**src/rtl/lix_pkg.sv**
```systemverilog
// Shared sizing helpers for the lix pipeline-tail blocks.
package lix_pkg;

  localparam int unsigned LIX_PTR_W_MIN = 1;

  function automatic int unsigned LIX_CNT_W(input int unsigned d);
    return $clog2(d) + 1;
  endfunction

  function automatic int unsigned LIX_PTR_W(input int unsigned d);
    return (d > 1) ? $clog2(d) : LIX_PTR_W_MIN;
  endfunction

endpackage

```
**src/rtl/lix_fifo_sc.sv**
```systemverilog
// Single-clock circular FIFO with occupancy count; push+pop at full is legal.
module lix_fifo_sc
  import lix_pkg::*;
#(
  parameter int unsigned W = 32,
  parameter int unsigned D = 4
) (
  input  logic                    clk_i,
  input  logic                    rst_i,
  input  logic                    push_i,
  input  logic                    pop_i,
  input  logic [W-1:0]            wdata_i,
  output logic [W-1:0]            rdata_o,
  output logic [LIX_CNT_W(D)-1:0] cnt_o
);

  localparam int unsigned PW = LIX_PTR_W(D);
  localparam int unsigned CW = LIX_CNT_W(D);

  logic [W-1:0]  mem_q [D];
  logic [PW-1:0] wr_ptr_q, wr_ptr_d;
  logic [PW-1:0] rd_ptr_q, rd_ptr_d;
  logic [CW-1:0] cnt_q, cnt_d;

  // D is a power of two, so pointer overflow is the modulo-D wrap.
  always_comb begin
    wr_ptr_d = wr_ptr_q;
    rd_ptr_d = rd_ptr_q;
    cnt_d    = cnt_q;
    if (push_i) wr_ptr_d = wr_ptr_q + PW'(1);
    if (pop_i)  rd_ptr_d = rd_ptr_q + PW'(1);
    unique case ({push_i, pop_i})
      2'b10:   cnt_d = cnt_q + CW'(1);
      2'b01:   cnt_d = cnt_q - CW'(1);
      default: cnt_d = cnt_q;
    endcase
  end

  always_ff @(posedge clk_i) begin
    if (rst_i) begin
      wr_ptr_q <= '0;
      rd_ptr_q <= '0;
      cnt_q    <= '0;
    end else begin
      wr_ptr_q <= wr_ptr_d;
      rd_ptr_q <= rd_ptr_d;
      cnt_q    <= cnt_d;
    end
  end

  always_ff @(posedge clk_i) begin
    if (push_i) mem_q[wr_ptr_q] <= wdata_i;
  end

  assign rdata_o = mem_q[rd_ptr_q];
  assign cnt_o   = cnt_q;

endmodule

```
**src/rtl/lix_reg.sv**
```systemverilog
// Enable-gated register stage with synchronous clear.
module lix_reg #(
  parameter int unsigned W = 1
) (
  input  logic         clk_i,
  input  logic         rst_i,
  input  logic         en_i,
  input  logic [W-1:0] d_i,
  output logic [W-1:0] q_o
);

  logic [W-1:0] q_q, q_d;

  always_comb begin
    q_d = q_q;
    if (en_i) q_d = d_i;
  end

  always_ff @(posedge clk_i) begin
    if (rst_i) q_q <= '0;
    else       q_q <= q_d;
  end

  assign q_o = q_q;

endmodule

```
**src/rtl/lix_shr_rx.sv**
```systemverilog
// Receive end of an enable-gated pipeline: drives the stall enable, tracks
// issue valids in a shadow chain and captures tail words into an output FIFO.
module lix_shr_rx
  import lix_pkg::*;
#(
  parameter int unsigned W = 32,
  parameter int unsigned N = 2,
  parameter int unsigned D = 4
) (
  input  logic                    clk_i,
  input  logic                    rst_i,
  input  logic                    i_vld,
  input  logic [W-1:0]            i_z,
  input  logic                    i_flush,
  output logic                    o_en,
  output logic                    o_vld,
  output logic [W-1:0]            o_z,
  input  logic                    i_rdy,
  output logic [LIX_CNT_W(D)-1:0] o_cnt,
  output logic                    o_busy
);

  localparam int unsigned CW = LIX_CNT_W(D);
  localparam logic [CW-1:0] CNT_FULL = CW'(D);

  logic         clr;
  logic [N:0]   s;
  logic         push;
  logic         pop;
  logic [CW-1:0] cnt;

  assign clr  = rst_i | i_flush;
  assign s[0] = i_vld;

  for (genvar k = 0; k < N; k++) begin : g_shadow
    lix_reg #(.W(1)) u_stage (
      .clk_i (clk_i),
      .rst_i (clr),
      .en_i  (o_en),
      .d_i   (s[k]),
      .q_o   (s[k+1])
    );
  end

  // Capture on the edge that overwrites the tail, so each word lands once.
  assign o_vld = (cnt != '0);
  assign pop   = o_vld & i_rdy;
  assign o_en  = (cnt != CNT_FULL) | pop;
  assign push  = s[N] & o_en;

  lix_fifo_sc #(.W(W), .D(D)) u_fifo (
    .clk_i   (clk_i),
    .rst_i   (clr),
    .push_i  (push),
    .pop_i   (pop),
    .wdata_i (i_z),
    .rdata_o (o_z),
    .cnt_o   (cnt)
  );

  assign o_cnt  = cnt;
  assign o_busy = (|s[N:1]) | o_vld;

endmodule
```
**config.mk**
```make
export PLATFORM = sky130hd
export DESIGN_NAME = lix_shr_rx
export DESIGN_NICKNAME = d
export VERILOG_FILES = /design/src/rtl/lix_pkg.sv /design/src/rtl/lix_fifo_sc.sv /design/src/rtl/lix_reg.sv /design/src/rtl/lix_shr_rx.sv
export SDC_FILE = /design/constraint.sdc
export NUM_CORES = 1
export LEC_CHECK = 0
export CORE_ASPECT_RATIO = 0.8
export CORE_UTILIZATION = 48
export CTS_CLUSTER_SIZE = 24
export DETAILED_ROUTE_END_ITERATION = 10
export GPL_TIMING_DRIVEN = 0
export PLACE_DENSITY = 0.76
export SLEW_MARGIN = 15
export SYNTH_ARGS = -nofsm -noshare
export SYNTH_HDL_FRONTEND = slang
export SYNTH_HIERARCHICAL = 1
export SYNTH_SLANG_ARGS = --single-unit
```
**constraint.sdc**
```tcl
create_clock -name clk_i -period 2.8 [get_ports clk_i]
set_clock_uncertainty 0.2 [all_clocks]
set_input_delay 0.56 -clock clk_i [delete_from_list [all_inputs] [get_ports clk_i]]
set_output_delay 0.56 -clock clk_i [all_outputs]
set_load 0.005 [all_outputs]
```
# Word-level counts from Yosys, hierarchy flattened
# Memory sizes are Yosys's and may differ from the RTL's. A register that Yosys moved wholly into a read port is not among the register bits.
# Index checks and enable logic that the tools add are counted.
word_totals:
  elab_cells: 26
  out_inout_bits: 38
  mem_count: 1
  inputBits: 37
  regBits: 9
  ram_bits: 128
mem_list:
  columns: ["memory", "words", "word_bits", "read_ports", "rd_ports_with_merged_regs", "wr", "line_no", "source"]
  rows:
  - ["u_fifo.mem_q", 4, 32, 1, 1, 1, "lix_fifo_sc.sv:20", "logic [W-1:0] mem_q [D];"]
classes:
  mux: 5
  n_eq_ne: 3
  addsub: 4
  reduce_logical: 3
  bitwise: 5
ops:
  columns: ["cell", "count"]
  rows:
  - ["3-bit one-hot mux with 2 select lines", 1]
  - ["2-bit by 1-bit adder with 2-bit output, second input constant", 2]
  - ["2-bit two-way mux", 2]
  - ["3-bit by 1-bit adder with 3-bit output, second input constant", 1]
  - ["3-bit inequality test, second input constant", 1]
  - ["1-bit OR", 3]
  - ["3-bit nonzero test", 1]
  - ["3-bit by 1-bit subtractor with 3-bit output, second input constant", 1]
  - ["1-bit bitwise AND", 2]
  - ["2-bit by 1-bit equality test with 1-bit output, second input constant", 1]
  - ["2-bit equality test, second input constant", 1]
  - ["1-bit two-way mux", 2]
  - ["2-bit nonzero test", 1]
  - ["2-bit OR reduction", 1]

# Logic depth before layout (Yosys ltp)
logic_depth:
  ltp_word: 6
  ltp_mapped: 9
  depth_no_buf: 9

# Cells and area by module
# The synthesis kept the hierarchy.
by_module_without_submodules:
  columns: ["module", "area_each_um2", "seq_area_each_um2", "cells_per_inst", "n_inst"]
  rows:
  - ["lix_fifo_sc", 5081.1, 4023.9, 212, 1]
  - ["lix_reg", 33.8, 20.0, 3, 2]
  - ["lix_shr_rx", 53.8, 0.0, 6, 1]

# Worst setup path after synthesis
# OpenSTA, ideal clock, no wires.
synth_timing:
  path_type: "input to register"
  from: "input port i_rdy"
  to: "register u_fifo.cnt_q[2], in the netlist u_fifo/cnt_o[2]"
  arrival_ps: 2536
  path_slack_ps: -6
  setup_time_ps: 70
  path_stages: 9
  n_path_buf: 0
  t_required_ps: 2530
  path_cell_list: "or4b_4 > and2_4 > inv_1 > ha_1 > inv_1 > fa_1 > xor2_1 > or3_1 > a21oi_1"
synth_via:
  elab_chain_cells: 5
  word_cells_on_any_way: 7
  classes_between: "2 x eq/ne; 1 x mux; 3 x bitwise; 1 x reduce/logical"
synth_lines:
  columns: ["item", "line_no", "source"]
  rows:
  - ["start: declaration", "lix_shr_rx.sv:18", "input logic i_rdy,"]
  - ["1-bit bitwise AND (*)", "lix_shr_rx.sv:47", "assign pop = o_vld & i_rdy;"]
  - ["1-bit OR (*)", "lix_shr_rx.sv:48", "assign o_en = (cnt != CNT_FULL) | pop;"]
  - ["1-bit bitwise AND (*)", "lix_shr_rx.sv:49", "assign push = s[N] & o_en;"]
  - ["named net push", "lix_shr_rx.sv:28", "logic push;"]
  - ["2-bit by 1-bit equality test with 1-bit output / 2-bit equality test (equally long branches)", "lix_fifo_sc.sv:32", "unique case ({push_i, pop_i})"]
  - ["3-bit one-hot mux with 2 select lines / 2-bit nonzero test (equally long branches)", null, null]
  - ["end signal: assignment", "lix_fifo_sc.sv:47", "cnt_q <= cnt_d;"]
  - ["end: declaration", "lix_fifo_sc.sv:23", "logic [CW-1:0] cnt_q, cnt_d;"]
# The timed path passes the listed nets; every way through them passes the cells marked *.
# A chain may end at the register's enable or synchronous reset.

# Worst setup path in the final report
# Ends and elaborated chain as after synthesis.

==> metrics <==
status finished clean; initial core utilization between 50% and 60%; NetSw 840 µW; P&R area growth vs syn 33.5%; R2R setup slack 0.25 ns; FF-to-FF Start u_fifo/cnt_o[1]; final wirelength 8.95 mm; Worst slew margin about 64%; Die X-Extent about 120 µm; Worst Max-Slew Pin Slew roughly 0.53 ns; H-tree depth 4; worst hold path type reg2reg; cells after synthesis approximately 220; largest family of logic cells by synthesized area multiplexers; Worst Hold Endpoint g_shadow[0].u_stage/q_o; pre-CTS setup slack -0.533 ns; peak supply drop 439 µV; fraction of layout cells with a size suffix above 1 27.6%; startpoint type of the worst setup path input port; Combinational Power Share ~2.4%; post-synthesis adder-cell area fraction 1.59%; core area around 10000 µm²; DP HPWL roughly 5.4 mm; # nets final around 380; Placer Congestion roughly 0.7; hold path start g_shadow[0].u_stage/q_o; top cells by area, synth edfxtp_1 74%, mux4_2 13%, dfxtp_1 4.2%; routed vias ~2500; Hold Path Depth 2; final hold violations 0; Seq pwr share approximately half; post-synth top area share between 70% and 80%; Final Max Tran Viols 0; post-synth top area cell edfxtp_1; Fill cells ~700; DR vias/cell about 5; final setup margin around 0.038 ns; Iter 0 DRT Violations between 150 and 200; largest net degree at the start of global routing 25; post-route ant nets 0; GRT overflow 0; Seq/Total Area, Yosys a little under 80%; diode count 0; Synth Area in Simple Gates 2.43%; post-layout util 66.8%; Post-Synth XOR/XNOR Area less than 1%; average cell area after synthesis between 20 and 25 µm²; IO Count 75; Synth Warn # 6; Reg area between 4000 and 5000 µm²; worst reg2reg path endpoint u_fifo/cnt_o[2]; first-pass GRT wire length approximately 14 mm; Crit. End Element flop; Placed Cells ~440; most common cell after layout, fill and taps aside edfxtp_1; Post-Syn Area 5200 µm²; number of synthesized register bits approximately 140; Clock Sinks 139; GRT Util Overall ~17%; # DRC 0; TritonCTS clock tree yes; row cnt 33; Final Power 4.47 mW; Worst-Skew Late Latency about 0.4 ns; port bufs 74; WP data required ~3 ns; Pleak about 2.4 nW; First-pass DRT Iterations 4; Wirelength per Cell around 18 µm; Power Density 643 nW/µm²; Worst Reg-to-Reg Cells 9; Num CTS Buffers 17; clock network fraction of total power 46.8%; Die Area 11300 µm²; period utilisation layout approximately 99%; initial antenna violation count 0; mux share of post-synthesis cell area roughly 15%; vias in the first global route between 2000 and 3000; Final min period about 2.8 ns; Crit Path Category in2reg; Mapped Nets 267; Reg clk slew, reported paths 0.06 ns; most frequent cells in the layout 128 x edfxtp_1, 53 x clkdlybuf4s50_1, 30 x mux4_2; final cell count without fillers slightly below 500; post-synthesis compound-gate area fraction less than 1%; clock root cell clkbuf_16; Sw Share a little under a fifth; internal power 3.63 mW; Maximum Capacitance Violations 0; Multi-input gate area roughly 1000 µm²; CP arrival slightly below 3 ns; post-synth cell types 25; RSZ-0062 raised after global routing yes; Die Y around 95 µm; CP max FO 3; maximum clock rate between 300 and 400 MHz; clk buf depth 2; Setup-failing EPs final 0
routing by layer:
layer  share of wire [%]  wire length (µm)  global-route usage [%]  vias to the layer above
li1                    -                 -                       -                     1146
met1                  46              4090                    22.5                     1284
met2                  48              4330                    27.5                       64
met3                 4.9               437                    5.38                       11
met4                0.95                85                    7.59                        0
met5                   0                 0                       0                        -
state kept, by name, indices dropped and copies added, names as in the netlist, named ones only:
register              count
g_shadow.u_stage/q_o      2
u_fifo/cnt_o              3
u_fifo/mem_q            128
u_fifo/rd_ptr_q           2
u_fifo/wr_ptr_q           2
stage by stage:
stage	TNS [ns]	area, µm²	hold slack, ns
after CTS	0	6800	0.328
after floorplan	0	5200	0.276
after global placement	-70.38	6120	0.293
after global routing	-0.0375	6950	0.368
final	0	6950	0.324
after detailed placement	-1.30	6230	0.318
how the worst max path moves through the flow:
stage          start                   to  slack [ns]
6_report       i_rdy      u_fifo/cnt_o[2]        0.04
5_1_grt        i_rdy      u_fifo/cnt_o[2]       -0.04
4_1_cts         flop              o_z[23]       0.002
3_5_place_dp   i_rdy      u_fifo/cnt_o[2]       -0.53
3_3_place_gp   i_rdy  u_fifo/mem_q[2][11]       -0.56
2_1_floorplan  i_rdy      u_fifo/cnt_o[2]        0.02
area by class of cell:
type / instances / area share [%]
plain buffers: 8 / 1.40
clock inverters: 13 / 1.86
multi-input cells: 71 / 15.0
clock buffers: 18 / 6.18
flip-flops and latches: 139 / 58.5
repair buffers: 93 / 14.2
well taps: 140 / 2.52
inverters: 6 / 0.324
power by group through the flow:
stage	sequential, mW	combinational, mW	clock [mW]
final	2.27	0.105	2.09
after global routing	2.27	0.113	2.22
after CTS	2.27	0.106	2.14
after detailed placement	2.32	0.105	0
after global placement	2.32	0.0992	0
after floorplan	2.32	0.0180	0
synthesized netlist by cell type:
| cell type | count |
|---|---|
| o21ai_0 | 1 |
| nand2_1 | 1 |
| mux4_1 | 2 |
| inv_1 | 6 |
| fa_1 | 1 |
| buf_2 | 3 |
| buf_12 | 3 |
| and2_1 | 4 |
| mux2i_1 | 3 |
| ha_1 | 5 |
| buf_6 | 1 |
| nor2_1 | 10 |
| mux4_2 | 30 |
| or2_2 | 1 |
| or4b_4 | 1 |
| clkbuf_1 | 1 |
| a21oi_1 | 2 |
| and2_2 | 1 |
| xnor2_1 | 2 |
| or3_1 | 2 |
| or3_4 | 1 |
| dfxtp_1 | 11 |
| edfxtp_1 | 128 |
| xor2_1 | 3 |
| and2_4 | 1 |
kinds of logic (layout without fill, tap and decap cells):
logic type | Yosys count | count (layout)
muxes | 35 | 35
buffers and inverters | 14 | 138
adders and majority gates | 6 | 6
xor gates and xnor gates | 5 | 5
and+or+nand+nor | 22 | 22
AOI/OAI and AO/OA | 3 | 3
DFF | 139 | 139
worst max-delay path, stage by stage:
cell             delay [ns]
clkdlybuf4s50_1        0.42
or4b_4                 0.53
and2_4                 0.16
inv_1                  0.05
ha_2                   0.18
inv_1                  0.05
fa_2                   0.33
xor2_1                 0.17
or3_1                  0.33
a21oi_2                0.11
timing repair:
item                       4_1_cts  5_1_grt
resized for setup                7       20
setup endpoints to repair        7       25
buffers inserted                 2       13
hold buffers                     0        0
pin swaps                        1        1
Power figures use the tool's default switching activity.
